### src/rtl/uart_crc_fifo_bridge_if.sv
// Downstream parallel link: byte plus 4-phase req/ack handshake and flow control.
// The bridge drives the link through the master modport.
interface uart_crc_fifo_bridge_if;
  logic [7:0] out_data;
  logic       out_start;
  logic       out_done;
  logic       out_enable;
  logic       out_finish;

  modport master (
    output out_data,
    output out_start,
    output out_finish,
    input  out_done,
    input  out_enable
  );

  modport slave (
    input  out_data,
    input  out_start,
    input  out_finish,
    output out_done,
    output out_enable
  );
endinterface

### src/rtl/uart_crc_fifo_bridge.sv
// UART receiver with parity/framing checks, CRC-8 per message and echo, feeding a byte FIFO
// that drains to a parallel link over a 4-phase req/ack handshake.
module uart_crc_fifo_bridge #(
  parameter int unsigned ClksPerBit = 16,
  parameter int unsigned Depth      = 512,
  parameter int unsigned IdleBits   = 10
) (
  input  logic                   clk,
  input  logic                   reset,
  input  logic                   rx,
  output logic                   tx,
  input  logic                   rx_enable,
  uart_crc_fifo_bridge_if.master out_link,
  output logic [7:0]             crc,
  output logic [3:0]             error,
  output logic                   rx_finish,
  output logic [9:0]             fifo_count,
  output logic                   fifo_empty,
  output logic                   fifo_full
);
  localparam int unsigned AddrW      = (Depth > 1) ? $clog2(Depth) : 1;
  localparam int unsigned PtrW       = AddrW + 1;
  localparam int unsigned CntW       = (ClksPerBit > 1) ? $clog2(ClksPerBit) : 1;
  localparam int unsigned IdleCycles = IdleBits * ClksPerBit;
  localparam int unsigned IdleW      = $clog2(IdleCycles + 1);
  localparam logic [CntW-1:0] SampleCnt = CntW'(ClksPerBit / 2 - 1);
  localparam logic [CntW-1:0] LastCnt   = CntW'(ClksPerBit - 1);

  typedef enum logic [2:0] {RxIdle, RxStart, RxData, RxParity, RxStop} rx_state_e;
  typedef enum logic [2:0] {OutIdle, OutRead, OutLatch, OutReq, OutWaitLow} out_state_e;

  // CRC-8, poly 0x07, MSB first, applied to (crc ^ byte).
  function automatic logic [7:0] crc8_step(input logic [7:0] v);
    logic [7:0] c;
    c = v;
    for (int i = 0; i < 8; i++) begin
      c = c[7] ? ((c << 1) ^ 8'h07) : (c << 1);
    end
    return c;
  endfunction

  // Receive front end
  rx_state_e       rx_state_q;
  logic            rx_meta_q, rx_sync_q, rx_prev_q;
  logic [CntW-1:0] rx_cnt_q;
  logic [2:0]      rx_bit_q;
  logic [7:0]      rx_data_q;
  logic            rx_par_q;
  logic [7:0]      crc_q;
  logic [3:0]      error_q;
  logic            msg_active_q;
  logic [IdleW-1:0] idle_cnt_q;
  logic            rx_finish_q;
  logic            fifo_wr_q;
  logic [7:0]      fifo_wdata_q;
  logic            tx_start_q;
  logic            tx_busy_q;

  always_ff @(posedge clk) begin
    if (reset) begin
      rx_state_q   <= RxIdle;
      rx_meta_q    <= 1'b1;
      rx_sync_q    <= 1'b1;
      rx_prev_q    <= 1'b1;
      rx_cnt_q     <= '0;
      rx_bit_q     <= '0;
      rx_data_q    <= '0;
      rx_par_q     <= 1'b0;
      crc_q        <= '0;
      error_q      <= '0;
      msg_active_q <= 1'b0;
      idle_cnt_q   <= '0;
      rx_finish_q  <= 1'b0;
      fifo_wr_q    <= 1'b0;
      fifo_wdata_q <= '0;
      tx_start_q   <= 1'b0;
    end else begin
      rx_meta_q   <= rx;
      rx_sync_q   <= rx_meta_q;
      rx_prev_q   <= rx_sync_q;
      fifo_wr_q   <= 1'b0;
      tx_start_q  <= 1'b0;
      rx_finish_q <= 1'b0;
      if (rx_state_q != RxIdle) begin
        rx_cnt_q <= (rx_cnt_q == LastCnt) ? '0 : rx_cnt_q + 1'b1;
      end
      unique case (rx_state_q)
        RxIdle: begin
          rx_cnt_q <= '0;
          if (rx_enable && rx_prev_q && !rx_sync_q) begin
            rx_state_q <= RxStart;
            idle_cnt_q <= '0;
          end else if (msg_active_q) begin
            if (idle_cnt_q == IdleW'(IdleCycles - 1)) begin
              rx_finish_q  <= 1'b1;
              msg_active_q <= 1'b0;
              idle_cnt_q   <= '0;
            end else begin
              idle_cnt_q <= idle_cnt_q + 1'b1;
            end
          end
        end
        RxStart: begin
          if (rx_cnt_q == SampleCnt && rx_sync_q) begin
            rx_state_q <= RxIdle;  // glitch, not a real start bit
          end else if (rx_cnt_q == LastCnt) begin
            rx_state_q <= RxData;
            rx_bit_q   <= '0;
          end
        end
        RxData: begin
          if (rx_cnt_q == SampleCnt) rx_data_q <= {rx_sync_q, rx_data_q[7:1]};
          if (rx_cnt_q == LastCnt) begin
            if (rx_bit_q == 3'd7) rx_state_q <= RxParity;
            else                  rx_bit_q   <= rx_bit_q + 3'd1;
          end
        end
        RxParity: begin
          if (rx_cnt_q == SampleCnt) rx_par_q <= rx_sync_q;
          if (rx_cnt_q == LastCnt)   rx_state_q <= RxStop;
        end
        RxStop: begin
          if (rx_cnt_q == SampleCnt) begin
            rx_state_q <= RxIdle;
            if (!rx_sync_q) begin
              if (rx_data_q == 8'h00 && !rx_par_q) error_q[3] <= 1'b1;
              else                                 error_q[1] <= 1'b1;
            end else if (^{rx_data_q, rx_par_q}) begin
              error_q[0] <= 1'b1;
            end else begin
              // First good byte of a new message restarts the CRC from zero.
              crc_q        <= crc8_step((msg_active_q ? crc_q : 8'h00) ^ rx_data_q);
              msg_active_q <= 1'b1;
              idle_cnt_q   <= '0;
              if (fifo_full) begin
                error_q[2] <= 1'b1;
              end else begin
                fifo_wr_q    <= 1'b1;
                fifo_wdata_q <= rx_data_q;
                tx_start_q   <= !tx_busy_q;
              end
            end
          end
        end
        default: rx_state_q <= RxIdle;
      endcase
    end
  end

  assign crc       = crc_q;
  assign error     = error_q;
  assign rx_finish = rx_finish_q;

  // Echo transmitter: start bit goes out on launch, then 10 shifted bits.
  logic            tx_q;
  logic [9:0]      tx_shift_q;
  logic [3:0]      tx_left_q;
  logic [CntW-1:0] tx_cnt_q;

  always_ff @(posedge clk) begin
    if (reset) begin
      tx_q       <= 1'b1;
      tx_busy_q  <= 1'b0;
      tx_shift_q <= '1;
      tx_left_q  <= '0;
      tx_cnt_q   <= '0;
    end else if (tx_start_q) begin
      tx_q       <= 1'b0;
      tx_busy_q  <= 1'b1;
      tx_shift_q <= {1'b1, ^fifo_wdata_q, fifo_wdata_q};
      tx_left_q  <= 4'd10;
      tx_cnt_q   <= '0;
    end else if (tx_busy_q) begin
      if (tx_cnt_q == LastCnt) begin
        tx_cnt_q <= '0;
        if (tx_left_q == 4'd0) begin
          tx_busy_q <= 1'b0;
        end else begin
          tx_q       <= tx_shift_q[0];
          tx_shift_q <= {1'b1, tx_shift_q[9:1]};
          tx_left_q  <= tx_left_q - 4'd1;
        end
      end else begin
        tx_cnt_q <= tx_cnt_q + 1'b1;
      end
    end
  end

  assign tx = tx_q;

  // Byte FIFO: extra pointer bit distinguishes full from empty.
  logic [7:0]      mem_q [Depth];
  logic [PtrW-1:0] wr_ptr_q, rd_ptr_q, used;
  logic [7:0]      rd_data_q;
  logic            fifo_rd, wr_en, rd_en;

  assign used       = wr_ptr_q - rd_ptr_q;
  assign fifo_count = 10'(used);
  assign fifo_empty = (used == '0);
  assign fifo_full  = (used == PtrW'(Depth));
  assign wr_en      = fifo_wr_q && !fifo_full;
  assign rd_en      = fifo_rd && !fifo_empty;

  always_ff @(posedge clk) begin
    if (wr_en) mem_q[wr_ptr_q[AddrW-1:0]] <= fifo_wdata_q;
  end

  always_ff @(posedge clk) begin
    if (reset) begin
      wr_ptr_q  <= '0;
      rd_ptr_q  <= '0;
      rd_data_q <= '0;
    end else begin
      if (wr_en) wr_ptr_q <= wr_ptr_q + 1'b1;
      if (rd_en) begin
        rd_ptr_q  <= rd_ptr_q + 1'b1;
        rd_data_q <= mem_q[rd_ptr_q[AddrW-1:0]];
      end
    end
  end

  // Output stage
  out_state_e out_state_q;
  logic [7:0] out_data_q;
  logic       out_start_q;

  always_ff @(posedge clk) begin
    if (reset) begin
      out_state_q <= OutIdle;
      out_data_q  <= '0;
      out_start_q <= 1'b0;
    end else begin
      unique case (out_state_q)
        OutIdle:  if (out_link.out_enable && !fifo_empty) out_state_q <= OutRead;
        OutRead:  out_state_q <= OutLatch;
        OutLatch: begin
          out_data_q  <= rd_data_q;
          out_start_q <= 1'b1;
          out_state_q <= OutReq;
        end
        OutReq: begin
          if (out_link.out_done) begin
            out_start_q <= 1'b0;
            out_state_q <= OutWaitLow;
          end
        end
        OutWaitLow: if (!out_link.out_done) out_state_q <= OutIdle;
        default:    out_state_q <= OutIdle;
      endcase
    end
  end

  assign fifo_rd             = (out_state_q == OutRead);
  assign out_link.out_data   = out_data_q;
  assign out_link.out_start  = out_start_q;
  assign out_link.out_finish = (out_state_q == OutIdle) && fifo_empty;
endmodule

### src/flat_wrapper.sv
// flat-port wrapper written by rule: the top's interface ports become plain ports
module uart_crc_fifo_bridge_flat 
#(
  parameter int unsigned ClksPerBit = 16,
  parameter int unsigned Depth      = 512,
  parameter int unsigned IdleBits   = 10
)
  (clk, reset, rx, tx, rx_enable, crc, error, rx_finish, fifo_count, fifo_empty, fifo_full, out_link_out_data, out_link_out_start, out_link_out_finish, out_link_out_done, out_link_out_enable);
  uart_crc_fifo_bridge_if out_link_i ();
  input  logic clk;
  input  logic reset;
  input  logic rx;
  output logic tx;
  input  logic rx_enable;
  output logic [7:0] crc;
  output logic [3:0] error;
  output logic rx_finish;
  output logic [9:0] fifo_count;
  output logic fifo_empty;
  output logic fifo_full;
  output wire logic [$bits(out_link_i.out_data)-1:0] out_link_out_data;
  output wire logic [$bits(out_link_i.out_start)-1:0] out_link_out_start;
  output wire logic [$bits(out_link_i.out_finish)-1:0] out_link_out_finish;
  input wire logic [$bits(out_link_i.out_done)-1:0] out_link_out_done;
  input wire logic [$bits(out_link_i.out_enable)-1:0] out_link_out_enable;
  assign out_link_out_data = out_link_i.out_data;
  assign out_link_out_start = out_link_i.out_start;
  assign out_link_out_finish = out_link_i.out_finish;
  assign out_link_i.out_done = out_link_out_done;
  assign out_link_i.out_enable = out_link_out_enable;
  uart_crc_fifo_bridge #(.ClksPerBit(ClksPerBit), .Depth(Depth), .IdleBits(IdleBits)) u_core (.clk(clk), .reset(reset), .rx(rx), .tx(tx), .rx_enable(rx_enable), .out_link(out_link_i), .crc(crc), .error(error), .rx_finish(rx_finish), .fifo_count(fifo_count), .fifo_empty(fifo_empty), .fifo_full(fifo_full));
endmodule
### config.mk
export PLATFORM = sky130hd
export DESIGN_NAME = uart_crc_fifo_bridge_flat
export DESIGN_NICKNAME = d
export VERILOG_FILES = /design/src/rtl/uart_crc_fifo_bridge_if.sv /design/src/rtl/uart_crc_fifo_bridge.sv /design/src/flat_wrapper.sv
export SDC_FILE = /design/constraint.sdc
export NUM_CORES = 2
export LEC_CHECK = 0
export CAP_MARGIN = 20
export CORE_MARGIN = 4
export CORE_UTILIZATION = 57
export CTS_CLUSTER_SIZE = 28
export DETAILED_ROUTE_END_ITERATION = 16
export PLACE_DENSITY = 0.76
export SKIP_LAST_GASP = 1
export SYNTH_ARGS = -nofsm -noshare
export SYNTH_HDL_FRONTEND = slang
export SYNTH_SLANG_ARGS = --single-unit
export TNS_END_PERCENT = 10
### constraint.sdc
create_clock -name clk -period 7.4 [get_ports clk]
set_input_delay 1.11 -clock clk [delete_from_list [all_inputs] [get_ports clk]]
set_output_delay 1.11 -clock clk [all_outputs]
set_load 0.02 [all_outputs]
Word-level counts from Yosys, hierarchy flattened
Memory sizes are Yosys's and may differ from the RTL's. A register that Yosys moved wholly into a read port is not among the register bits.
Index checks and enable logic that the tools add are counted.
Storage, ports and cells
  flip-flop bits (word level): 105
  bits in latches: 0
  RAM bits: 4096
  bits in read-only memories: 0
  input port bits: 6
  output and inout port bits: 36
  word-level logic and storage cells: 199
  memories: 1
Memories
  u_core.mem_q: words 512, bits a word 8, read ports 1, clocked after memory_dff 1, wr ports 1, RTL line uart_crc_fifo_bridge.sv:192  | logic [7:0] mem_q [Depth];
Operators by class
  add/subtract/negate cells: 8
  $mul: 0
  divide/modulo/power cells: 0
  magnitude comparators: 0
  equal/unequal tests: 31
  shift operators: 0
  muxes and demuxes: 64
  bitwise logic cells: 18
  reductions and logical operators: 47
Operators by type and width (number)
  $mux W3: 22
  $mux W8: 7
  $mux W9: 4
  $pmux W3 S5: 2
  $reduce_and A5 Y1: 5
  $mux W4: 6
  $not A3 Y3: 8
  $add A10 B1 Y10 const B: 2
  $mux W1: 19
  $ne A2 B1 Y1 const B: 9
  $pmux W8 S2: 1
  $reduce_and A4 Y1: 4
  $eq A3 B2 Y1 const B: 4
  $ne A2 B2 Y1 const B: 6
  $eq A10 B10 Y1 const B: 1
  $logic_not A10 Y1: 1
  $reduce_bool A2 Y1: 5
  $sub A10 B10 Y10: 1
  $eq A3 B3 Y1 const B: 3
  $not A1 Y1: 9
  $reduce_and A3 Y1: 3
  $reduce_xor A9 Y1: 1
  $add A4 B1 Y4 const B: 2
  $add A8 B1 Y8 const B: 1
  23 further kinds: 42

Logic depth before layout (Yosys ltp)
  depth in word-level cells: 18
  gate-level depth with buffers: 20
  gate-level depth less buffers: 13

Least setup slack after synthesis
No wires, ideal clock.
  path kind: flip-flop to flip-flop
  from: register u_core.fifo_wdata_q[3]
  to: register u_core.tx_shift_q[8]
  setup time: 0.123 ns
  data arrival time: 8.000 ns
  data required time: 7.277 ns
  setup slack: -0.723 ns
  stages on the path, launching flop included: 6
  path buffers: 0
  clock period less this slack: 8.123 ns
  cell sequence: dfxtp_1 xnor2_1 xnor2_1 xnor2_1 a22oi_1 or2_2
Between the ends
  longest elaborated chain between the ends: 2
RTL lines
  start, declared: RTL line uart_crc_fifo_bridge.sv:55  | logic [7:0] fifo_wdata_q;
  start signal, assigned: RTL line uart_crc_fifo_bridge.sv:139  | fifo_wdata_q <= rx_data_q;
  $reduce_xor A8 Y1: RTL line uart_crc_fifo_bridge.sv:170  | tx_shift_q <= {1'b1, ^fifo_wdata_q, fifo_wdata_q};
  $mux W9: RTL line uart_crc_fifo_bridge.sv:167  | end else if (tx_start_q) begin
  end signal, assigned: RTL line uart_crc_fifo_bridge.sv:170
  end signal, assigned: RTL line uart_crc_fifo_bridge.sv:180  | tx_shift_q <= {1'b1, tx_shift_q[9:1]};
  end, declared: RTL line uart_crc_fifo_bridge.sv:156  | logic [9:0] tx_shift_q;
Every way passes these cells.
A chain may end at the register's enable or synchronous reset.

Final worst setup path
  from: register u_core.rd_ptr_q[7]
  to: memory u_core.mem_q[464][7] (enable)
Between the ends
  longest elaborated chain between the ends: 6
RTL lines
  start, declared: RTL line uart_crc_fifo_bridge.sv:193  | logic [PtrW-1:0] wr_ptr_q, rd_ptr_q, used;
  start signal, assigned: RTL line uart_crc_fifo_bridge.sv:216  | rd_ptr_q <= rd_ptr_q + 1'b1;
  $sub A10 B10 Y10: RTL line uart_crc_fifo_bridge.sv:197  | assign used = wr_ptr_q - rd_ptr_q;
  $eq A10 B10 Y1: RTL line uart_crc_fifo_bridge.sv:200  | assign fifo_full = (used == PtrW'(Depth));
  $logic_not A1 Y1: RTL line uart_crc_fifo_bridge.sv:201  | assign wr_en = fifo_wr_q && !fifo_full;
  $logic_and A1 B1 Y1: RTL line uart_crc_fifo_bridge.sv:201
  $mux W1: RTL line uart_crc_fifo_bridge.sv:205  | if (wr_en) mem_q[wr_ptr_q[AddrW-1:0]] <= fifo_wdata_q;
  $mux W1 (not written as such): RTL line uart_crc_fifo_bridge.sv:205
  end, declared: RTL line uart_crc_fifo_bridge.sv:192
Every way passes these cells.

==> metrics <==
status finished, final reports clean; # hold bufs at CTS 0; Pre-antenna DRT Iters 8; commonest cells after routing, fill and taps aside edfxtp_1, mux4_2, nor2_1; Fin. Hold Viols 0; Yosys warnings 0; post-DP HPWL 264000 um; post-route cell area 183000 sq um; final WL 449000 um; initial antenna violation count 18; post-synthesis sequential element count 4209; crit path max fanout 17; Peak VDD IR 0.260 mV; CORE AREA 289000 sq um; DIE HEIGHT 547 um; placed instance count 12000; Placer Congestion 0.964; number of setup buffers added after CTS 0; Max Cap Viol 0; Cells after Synth 8405; Root Buffer clkbuf_16; area grow syn2layout 10.5%; maximum number of pins on one net before global-route repair 193; worst path required time 7910 ps; achievable frequency 0.168 GHz; Setup crit start kind flip-flop; die width 547 um; vias in the first global route 86000; dpl cell area 170000 sq um; Unique masters post-synth 90; I/O pin cnt 42; fin. max-slew vios 0; drt via density 6.94; asr flop ratio synth 0%; DR DRC count 0; synth top area cells edfxtp_1, mux4_2, mux2i_1; final std cells w/o fill 12800; clock tree buffer depth 4; 1st-iter DRT viols 14500; Worst Skew 69.8 ps; Port Buf Inserts 41; via count 88500; later-pin clock latency in the skew report 940 ps; post-CTS sizing 0; fraction of layout cells with a size suffix above 1 19.3%; EDFF count, synth 4096; Sink Count 4209; first-pass GRT wire length 643000 um; ANT nets after route 0; syn_nets 8433; RSZ-0062 raised after global routing no; Synth top area share 74.2%; sequential area share after synthesis 75.6%; die area 299000 sq um; Most used DFF post-synth edfxtp_1; Critical Setup Path Class reg2reg; H-tree Lvls 5; TritonCTS Buffers 400; Setup-failing EPs final 0; post-synth design cell area 166000 sq um; Worst-path clk slew 60 ps; Power per Cell Area 295 nW/um^2; Worst Hold Class reg2reg; CP arrival 6450 ps; WL/cell 35.3 um; syn avg cell area 19.7 sq um; element type at the critical path end flip-flop; Overall Global Routing Usage 29.8%; Final Core Density 63.4%; final period demand of the worst path 5940 ps; slew margin rel. 3.23%; share of the cycle needed by the critical path after routing 80.2%; most common cell after layout, fill and taps aside edfxtp_1; worst slew pin tran 1450 ps; Initial Util 57.4%; total congestion overflow 0; FP Rows 197; Leakage 55.8 nW; TritonCTS clock tree done; final net count 8541; cell taking the most area after synthesis edfxtp_1
[per-stage QoR]
stage / TNS, ps / total power, mW / setup WS [ps] / hold slack (ps)
final: 0 / 54.0 / 1460 / 441
after global routing: 0 / 55.5 / 1330 / 462
after CTS: 0 / 54.1 / 1560 / 450
after detailed placement: 0 / 33.8 / 1740 / 423
after global placement: 0 / 33.7 / 1860 / 424
after floorplan: -1040490 / 32.4 / -677 / 389
[flip-flops by register name, summed over array words and instances (netlist names), 4 cells and up]
register and cells:
u_core.crc 8, u_core.error 4, u_core.fifo_wdata_q 8, u_core.idle_cnt_q 8
u_core.mem_q 4096, u_core.out_link.out_data 8, u_core.rd_data_q 8, u_core.rd_ptr_q 10
u_core.rx_cnt_q 4, u_core.rx_data_q 8, u_core.tx_cnt_q 4, u_core.tx_left_q 4
u_core.tx_shift_q 9, u_core.wr_ptr_q 10
[layout make-up]
cell class                 instances  area, sq um
sequential                      4209       125000
tap                             3880         4850
clock inverter                   265         2740
inverter                          26          118
timing repair buffer             235         2410
clock buffer                     475        10500
fill                           18400       106000
multi-input combinational       3641        37100
antenna                           19         47.5
[critical path: stages, from the launching register on]
cell       delay [ps]
dfxtp_1           770
inv_1             450
ha_1              540
and4b_1           240
a211oi_2          240
nor2_1            150
o2111ai_4         190
and2_1            920
nand3_4           760
buf_4             550
nor2_1            690
[Yosys cell counts, types with 58 or more instances]
library cell	instances
a21oi_1	180
mux2i_1	578
o22ai_1	110
nor3_1	58
buf_2	142
buf_6	102
clkbuf_1	179
edfxtp_1	4096
o21ai_0	94
mux4_2	827
nand2_1	307
o221ai_1	206
nand3_1	67
dfxtp_1	113
nor2_1	692
[routing by layer]
metal	vias to the layer above	GRT usage, %	wire length (um)
met2	7078	44.6	205000
met1	45400	40.5	157000
met3	1225	9.20	61600
li1	34800	-	-
met5	-	0	44
met4	6	13.9	25800
[where the power goes]
part           total, mW  switching (mW)  internal [mW]
clock               20.7            8.91           11.8
combinational       7.54            4.01           3.53
sequential          25.8          0.0643           25.8
total               54.0            13.0           41.0
[logic make-up after synthesis]
group | Yosys count | share of synthesized area (%)
DFF | 4209 | 75.6
muxes | 1423 | 14.9
and+or+nand+nor | 1290 | 3.38
AOI/OAI and AO/OA | 844 | 3.63
buffers and inverters | 555 | 2.03
xor gates and xnor gates | 62 | 0.339
adders and majority gates | 22 | 0.171
[path summary, 6_finish.rpt]
kind	from	depth (start not counted)	slack (ps)	end
max	u_core.rd_ptr_q[7]	10	1460	u_core.mem_q[464][7]
min	u_core.rx_meta_q	1	440	u_core.rx_sync_q
max reg2reg	u_core.rd_ptr_q[7]	10	1460	u_core.mem_q[464][7]
min reg2reg	u_core.rx_meta_q	1	440	u_core.rx_sync_q
No activity file was read; power rests on OpenSTA's default activity.
